**config.mk**
```make
export PLATFORM = sky130hd
export DESIGN_NAME = hazard_ctrl
export DESIGN_NICKNAME = d
export VERILOG_FILES = /design/src/rtl/cpu_pkg.sv /design/src/rtl/sat_counter.sv /design/src/rtl/hazard_ctrl.sv
export SDC_FILE = /design/constraint.sdc
export NUM_CORES = 1
export LEC_CHECK = 0
export BUFFER_PORTS_ARGS = -buffer_cell sky130_fd_sc_hd__buf_2
export CAP_MARGIN = 20
export CORE_ASPECT_RATIO = 0.6
export CORE_MARGIN = 2
export CORE_UTILIZATION = 45
export DETAILED_ROUTE_END_ITERATION = 16
export PLACE_DENSITY = 0.73
export REMOVE_ABC_BUFFERS = 1
export SYNTH_ARGS = -nofsm -noshare
export SYNTH_HDL_FRONTEND = slang
export SYNTH_HIERARCHICAL = 1
export SYNTH_SLANG_ARGS = --single-unit
```
**constraint.sdc**
```tcl
create_clock -name clk -period 2.1 [get_ports clk]
set_clock_uncertainty 0.05 [all_clocks]
set_input_delay 0 -clock clk [delete_from_list [all_inputs] [get_ports clk]]
set_output_delay 0 -clock clk [all_outputs]
set_load 0.05 [all_outputs]
```
**src/rtl/cpu_pkg.sv**
```systemverilog
// rtl/cpu_pkg.sv - shared constants and types for the pipeline hazard controller
package cpu_pkg;

    localparam logic [1:0] FWD_ID_EX = 2'b00;
    localparam logic [1:0] FWD_WB    = 2'b01;
    localparam logic [1:0] FWD_MEM   = 2'b10;

    typedef enum logic {
        ST_RUN   = 1'b0,
        ST_STALL = 1'b1
    } hz_state_e;

endpackage

```
**src/rtl/sat_counter.sv**
```systemverilog
// rtl/sat_counter.sv - saturating event counter with synchronous clear
module sat_counter #(
    parameter int WIDTH = 32
) (
    input  logic             clk,
    input  logic             arst_n,
    input  logic             en,
    input  logic             clr,
    input  logic             inc,
    output logic [WIDTH-1:0] count
);

    localparam logic [WIDTH-1:0] ONE = {{(WIDTH-1){1'b0}}, 1'b1};

    logic [WIDTH-1:0] count_q;
    logic [WIDTH-1:0] count_d;

    // Clear wins over increment; en low freezes the counter completely.
    always_comb begin
        count_d = count_q;
        if (en) begin
            if (clr) begin
                count_d = '0;
            end else if (inc && (count_q != '1)) begin
                count_d = count_q + ONE;
            end
        end
    end

    always_ff @(posedge clk) begin
        if (!arst_n) begin
            count_q <= '0;
        end else begin
            count_q <= count_d;
        end
    end

    assign count = count_q;

endmodule

```
**src/rtl/hazard_ctrl.sv**
```systemverilog
// rtl/hazard_ctrl.sv - forwarding, load-use stall and redirect flush control for the 5-stage core
module hazard_ctrl
    import cpu_pkg::*;
#(
    parameter int REG_ADDR_W = 5,
    parameter int LOAD_LAT   = 1,
    parameter int PERF_W     = 32
) (
    input  logic                  clk,
    input  logic                  arst_n,
    input  logic                  enable,
    input  logic                  id_valid,
    input  logic [REG_ADDR_W-1:0] id_rs_addr,
    input  logic [REG_ADDR_W-1:0] id_rt_addr,
    input  logic                  id_uses_rs,
    input  logic                  id_uses_rt,
    input  logic [REG_ADDR_W-1:0] ex_rs_addr,
    input  logic [REG_ADDR_W-1:0] ex_rt_addr,
    input  logic                  ex_reg_write,
    input  logic                  ex_mem_read,
    input  logic [REG_ADDR_W-1:0] ex_waddr,
    input  logic                  mem_reg_write,
    input  logic [REG_ADDR_W-1:0] mem_waddr,
    input  logic                  wb_reg_write,
    input  logic [REG_ADDR_W-1:0] wb_waddr,
    input  logic                  redirect,
    input  logic                  perf_clr,
    output logic                  pc_en,
    output logic                  if_id_en,
    output logic                  if_id_flush,
    output logic                  id_ex_flush,
    output logic                  ex_mem_flush,
    output logic [1:0]            fwd_a_sel,
    output logic [1:0]            fwd_b_sel,
    output logic                  stalled,
    output logic [PERF_W-1:0]     stall_cnt,
    output logic [PERF_W-1:0]     flush_cnt
);

    localparam logic [3:0] REM_INIT = 4'(LOAD_LAT - 1);

    // The nearer producer (EXE/MEM) holds the younger value, so it is checked first.
    function automatic logic [1:0] fwd_sel(
        input logic [REG_ADDR_W-1:0] src,
        input logic                  m_we,
        input logic [REG_ADDR_W-1:0] m_addr,
        input logic                  w_we,
        input logic [REG_ADDR_W-1:0] w_addr
    );
        if (m_we && (m_addr != '0) && (m_addr == src)) begin
            return FWD_MEM;
        end else if (w_we && (w_addr != '0) && (w_addr == src)) begin
            return FWD_WB;
        end
        return FWD_ID_EX;
    endfunction

    hz_state_e  state_q;
    hz_state_e  state_d;
    logic [3:0] rem_q;
    logic [3:0] rem_d;

    logic load_use;
    logic rs_hit;
    logic rt_hit;
    logic stall_req;

    assign rs_hit   = id_uses_rs && (id_rs_addr == ex_waddr);
    assign rt_hit   = id_uses_rt && (id_rt_addr == ex_waddr);
    assign load_use = id_valid && ex_mem_read && ex_reg_write &&
                      (ex_waddr != '0) && (rs_hit || rt_hit);

    // In STALL the ID/EXE inputs describe the inserted bubble, so the stall is held by state alone.
    assign stall_req = (state_q == ST_STALL) || load_use;

    always_ff @(posedge clk) begin
        if (!arst_n) begin
            state_q <= ST_RUN;
            rem_q   <= '0;
        end else begin
            state_q <= state_d;
            rem_q   <= rem_d;
        end
    end

    always_comb begin
        state_d = state_q;
        rem_d   = rem_q;
        if (enable) begin
            if (redirect) begin
                state_d = ST_RUN;
                rem_d   = '0;
            end else begin
                case (state_q)
                    ST_RUN: begin
                        if (load_use && (LOAD_LAT > 1)) begin
                            state_d = ST_STALL;
                            rem_d   = REM_INIT;
                        end
                    end
                    ST_STALL: begin
                        if (rem_q <= 4'd1) begin
                            state_d = ST_RUN;
                            rem_d   = '0;
                        end else begin
                            rem_d = rem_q - 4'd1;
                        end
                    end
                    default: begin
                        state_d = ST_RUN;
                        rem_d   = '0;
                    end
                endcase
            end
        end
    end

    always_comb begin
        pc_en        = 1'b0;
        if_id_en     = 1'b0;
        if_id_flush  = 1'b0;
        id_ex_flush  = 1'b0;
        ex_mem_flush = 1'b0;
        stalled      = 1'b0;
        fwd_a_sel    = FWD_ID_EX;
        fwd_b_sel    = FWD_ID_EX;
        if (arst_n) begin
            fwd_a_sel = fwd_sel(ex_rs_addr, mem_reg_write, mem_waddr, wb_reg_write, wb_waddr);
            fwd_b_sel = fwd_sel(ex_rt_addr, mem_reg_write, mem_waddr, wb_reg_write, wb_waddr);
            if (enable) begin
                pc_en    = 1'b1;
                if_id_en = 1'b1;
                if (redirect) begin
                    if_id_flush  = 1'b1;
                    id_ex_flush  = 1'b1;
                    ex_mem_flush = 1'b1;
                end else if (stall_req) begin
                    pc_en       = 1'b0;
                    if_id_en    = 1'b0;
                    id_ex_flush = 1'b1;
                    stalled     = 1'b1;
                end
            end
        end
    end

    sat_counter #(
        .WIDTH (PERF_W)
    ) u_stall_cnt (
        .clk    (clk),
        .arst_n (arst_n),
        .en     (enable),
        .clr    (perf_clr),
        .inc    (stalled),
        .count  (stall_cnt)
    );

    sat_counter #(
        .WIDTH (PERF_W)
    ) u_flush_cnt (
        .clk    (clk),
        .arst_n (arst_n),
        .en     (enable),
        .clr    (perf_clr),
        .inc    (redirect),
        .count  (flush_cnt)
    );

endmodule

```
==> results.md <==
- Flops & latches, synth: 69
- Total vias in the final route: 5683
- Hold Crit Depth: 3
- Asr flop ratio synth: 0%
- Initial DRC Count: 717
- Maximum ir drop on the vdd rail: 0.4709 mV
- GRT overflow: 0
- Number of instances in the placed design: 921
- Area leader, netlist: dfxtp_1
- Reg2reg setup slack: 30 ps
- Remaining DRCs: 0
- Vias per cell: 6.027
- WHS Endpoint: state_q
- CTS buffer count: 9
- Register area share after synthesis: 30.14%
- Worst-margin pin slew: 774.0 ps
- Number of buffers added on ports: 120
- Final-report setup violation count: 0
- ANT cells: 0
- Initial antenna violation count: 0
- CP Capture Type: flip-flop
- Non-filler instance count after layout: 943
- Crit Path Max Fanout: 8
- Worst hold path type: primary input to flip-flop
- Core ar.: 9879 um2
- Largest net degree at the start of global routing: 29
- Clock tree buffer depth: 2
- Yosys warns: 6
- Die area: 11030 um2
- First-pass DRT Iterations: 6
- Commonest non-fill, non-tap cell in the layout: buf_4
- RSZ-0062 raised after global routing: true
- MaxCap Viol Count: 0
- Avg Synthesized Cell Area: 8.141 um2
- Crit Path Class: flip-flop to flip-flop
- CTS Root Cell: clkbuf_16
- Hpwl dp: 12.39 mm
- Die Span X: 134.3 um
- H-tree depth: 3
- LEAKAGE: 2.897 nW
- WL/cell: 17.28 um
- Gr usage total: 29.30%
- Die height: 82.17 um
- Status: finished, final reports clean
- Commonest cells after routing, fill and taps aside: buf_4, buf_2, dfxtp_1, nand2_1, nor2_1
- CTS Hold Buffers Added: 0
- P&R area growth vs syn: 45.18%
- Nets: 854
- Row cnt: 28
- Critical Path Source Type: flip-flop
- Fin. Hold Viols: 0
- Final WL: 16.29 mm
- Worst Hold Slack: 88.37 ps
- Post-synth EDFFs: 0
- CTS tree: done
- Synth unique cells: 65
- First-pass GRT wire length: 25.68 mm
- Gpl congestion: 0.9691
- PD cells: 517.9 nW/um2
- Synth Flop Type: dfxtp_1
- Largest cells by area after synthesis: dfxtp_1, xor2_1, nand2_1, nand3_1, nand4_1
- # clock sinks: 69
- Netlist Area Pre-Place: 4583 um2
- Period utilization: 98.73%
- Clock Latency Late Sink: 340 ps
- Critical Path AT: 2240 ps
- Synth Instances: 563
- Slew Viols, Final: 0
- Yosys top cell area share: 30.14%
- Worst R2R Start: u_flush_cnt/count[7]
- Final ANT Viol Nets: 0
- Fmax: 0.4823 GHz
- Total power: 3.446 mW
- Layout cell share with drive strength beyond 1: 38.99%
- Vias in the first global route: 5134
- Worst r2r path cells: 6
- Final Critical Period: 2073 ps
- Critical register-to-register path endpoint: u_flush_cnt/count[12]
- Worst EP required: 2270 ps
- Slew HR: 47.93%
- Hold Startpoint: arst_n
- Starting density of the core: 46.39%
- I/O pin count: 121
- Clk slew on worst S/H paths: 60 ps
## cell type report
type | instances | area, um2
multi-input cells | 459 | 3090
repair buffers | 249 | 1619
well taps | 135 | 168.9
clock buffers | 11 | 252.7
clock inverters | 5 | 82.58
fillers | 813 | 3226
flip-flops and latches | 69 | 1384
inverters | 15 | 56.30
## cells in the mapped netlist (3+ instances only)
library cell / n
dfxtp_1: 69
or3_1: 5
a21oi_1: 20
nand3_1: 34
or4_1: 7
clkbuf_1: 6
nor3_1: 10
nand2b_1: 4
buf_4: 4
nand4_1: 26
o21ai_1: 24
o31ai_1: 11
and3_1: 6
ha_1: 4
nor2_1: 43
nor2b_1: 4
xor2_1: 23
o32ai_1: 3
buf_2: 8
inv_1: 15
nand2_1: 48
o211ai_1: 20
nand4_2: 6
o21ai_0: 26
xnor2_1: 9
a31oi_1: 22
or4_4: 6
nor3b_1: 4
o211a_1: 5
nor4_1: 17
o21a_1: 5
a21boi_0: 4
nor4_2: 6
## power breakdown
group	total (mW)	internal (mW)	switching [mW]
clock	1.70	1.11	0.591
combinational	0.417	0.165	0.253
sequential	1.33	1.32	0.00988
## timing repair
item,CTS,global route
setup endpoints to repair,19,43
pin swaps,2,10
cloned,0,0
gates resized for setup,0,12
setup buffers,3,3
## critical path, stage by stage (launching register included)
cell and delay, ps:
dfxtp_1 340, nand4_1 270, buf_4 280, or4_1 540, a21oi_2 180, mux2i_1 210, a21boi_0 90
## worst max path at each step
stage,from,to,slack (ps),cells past startpoint
6_report,u_flush_cnt/count[7],u_flush_cnt/count[12],30,6
5_1_grt,u_stall_cnt/count[7],u_stall_cnt/count[23],-50,5
4_1_cts,u_stall_cnt/count[3],u_stall_cnt/count[15],30,7
3_5_place_dp,ex_waddr[0],u_stall_cnt/count[21],-130,12
3_3_place_gp,ex_waddr[0],u_stall_cnt/count[20],-30,12
2_1_floorplan,state_q,u_stall_cnt/count[15],-1600,7
## state kept, by name (all words and copies together) (netlist names)
register and cells:
u_stall_cnt/count 32, rem_q 4, u_flush_cnt/count 32, state_q 1
## metal layers
metal	wire (um)	up-vias	global-route usage, %
met5	0	-	0
met4	221	0	8.842
met3	1908	28	8.303
met2	6734	343	43.06
met1	7429	2648	41.63
li1	-	2664	-
## logic make-up after synthesis
family	share of synthesized area (%)
compound gates	25.77
xor+xnor	6.115
fa+ha+maj	1.092
buf+inv	3.467
flops	30.14
mux	1.092
simple gates	32.32
## metrics by stage
step,worst slack (ps),utilization (%),instance area (um2),TNS [ps]
after detailed placement,-125.7,62.87,6211,-1786
final,26.76,67.35,6654,0
after floorplan,-1599,-,4481,-53030
after global placement,-31.77,62.87,6211,-89.81
after CTS,28.88,66.62,6581,0
after global routing,-46.85,67.35,6654,-94.33
(Power assumes the default switching activity.)
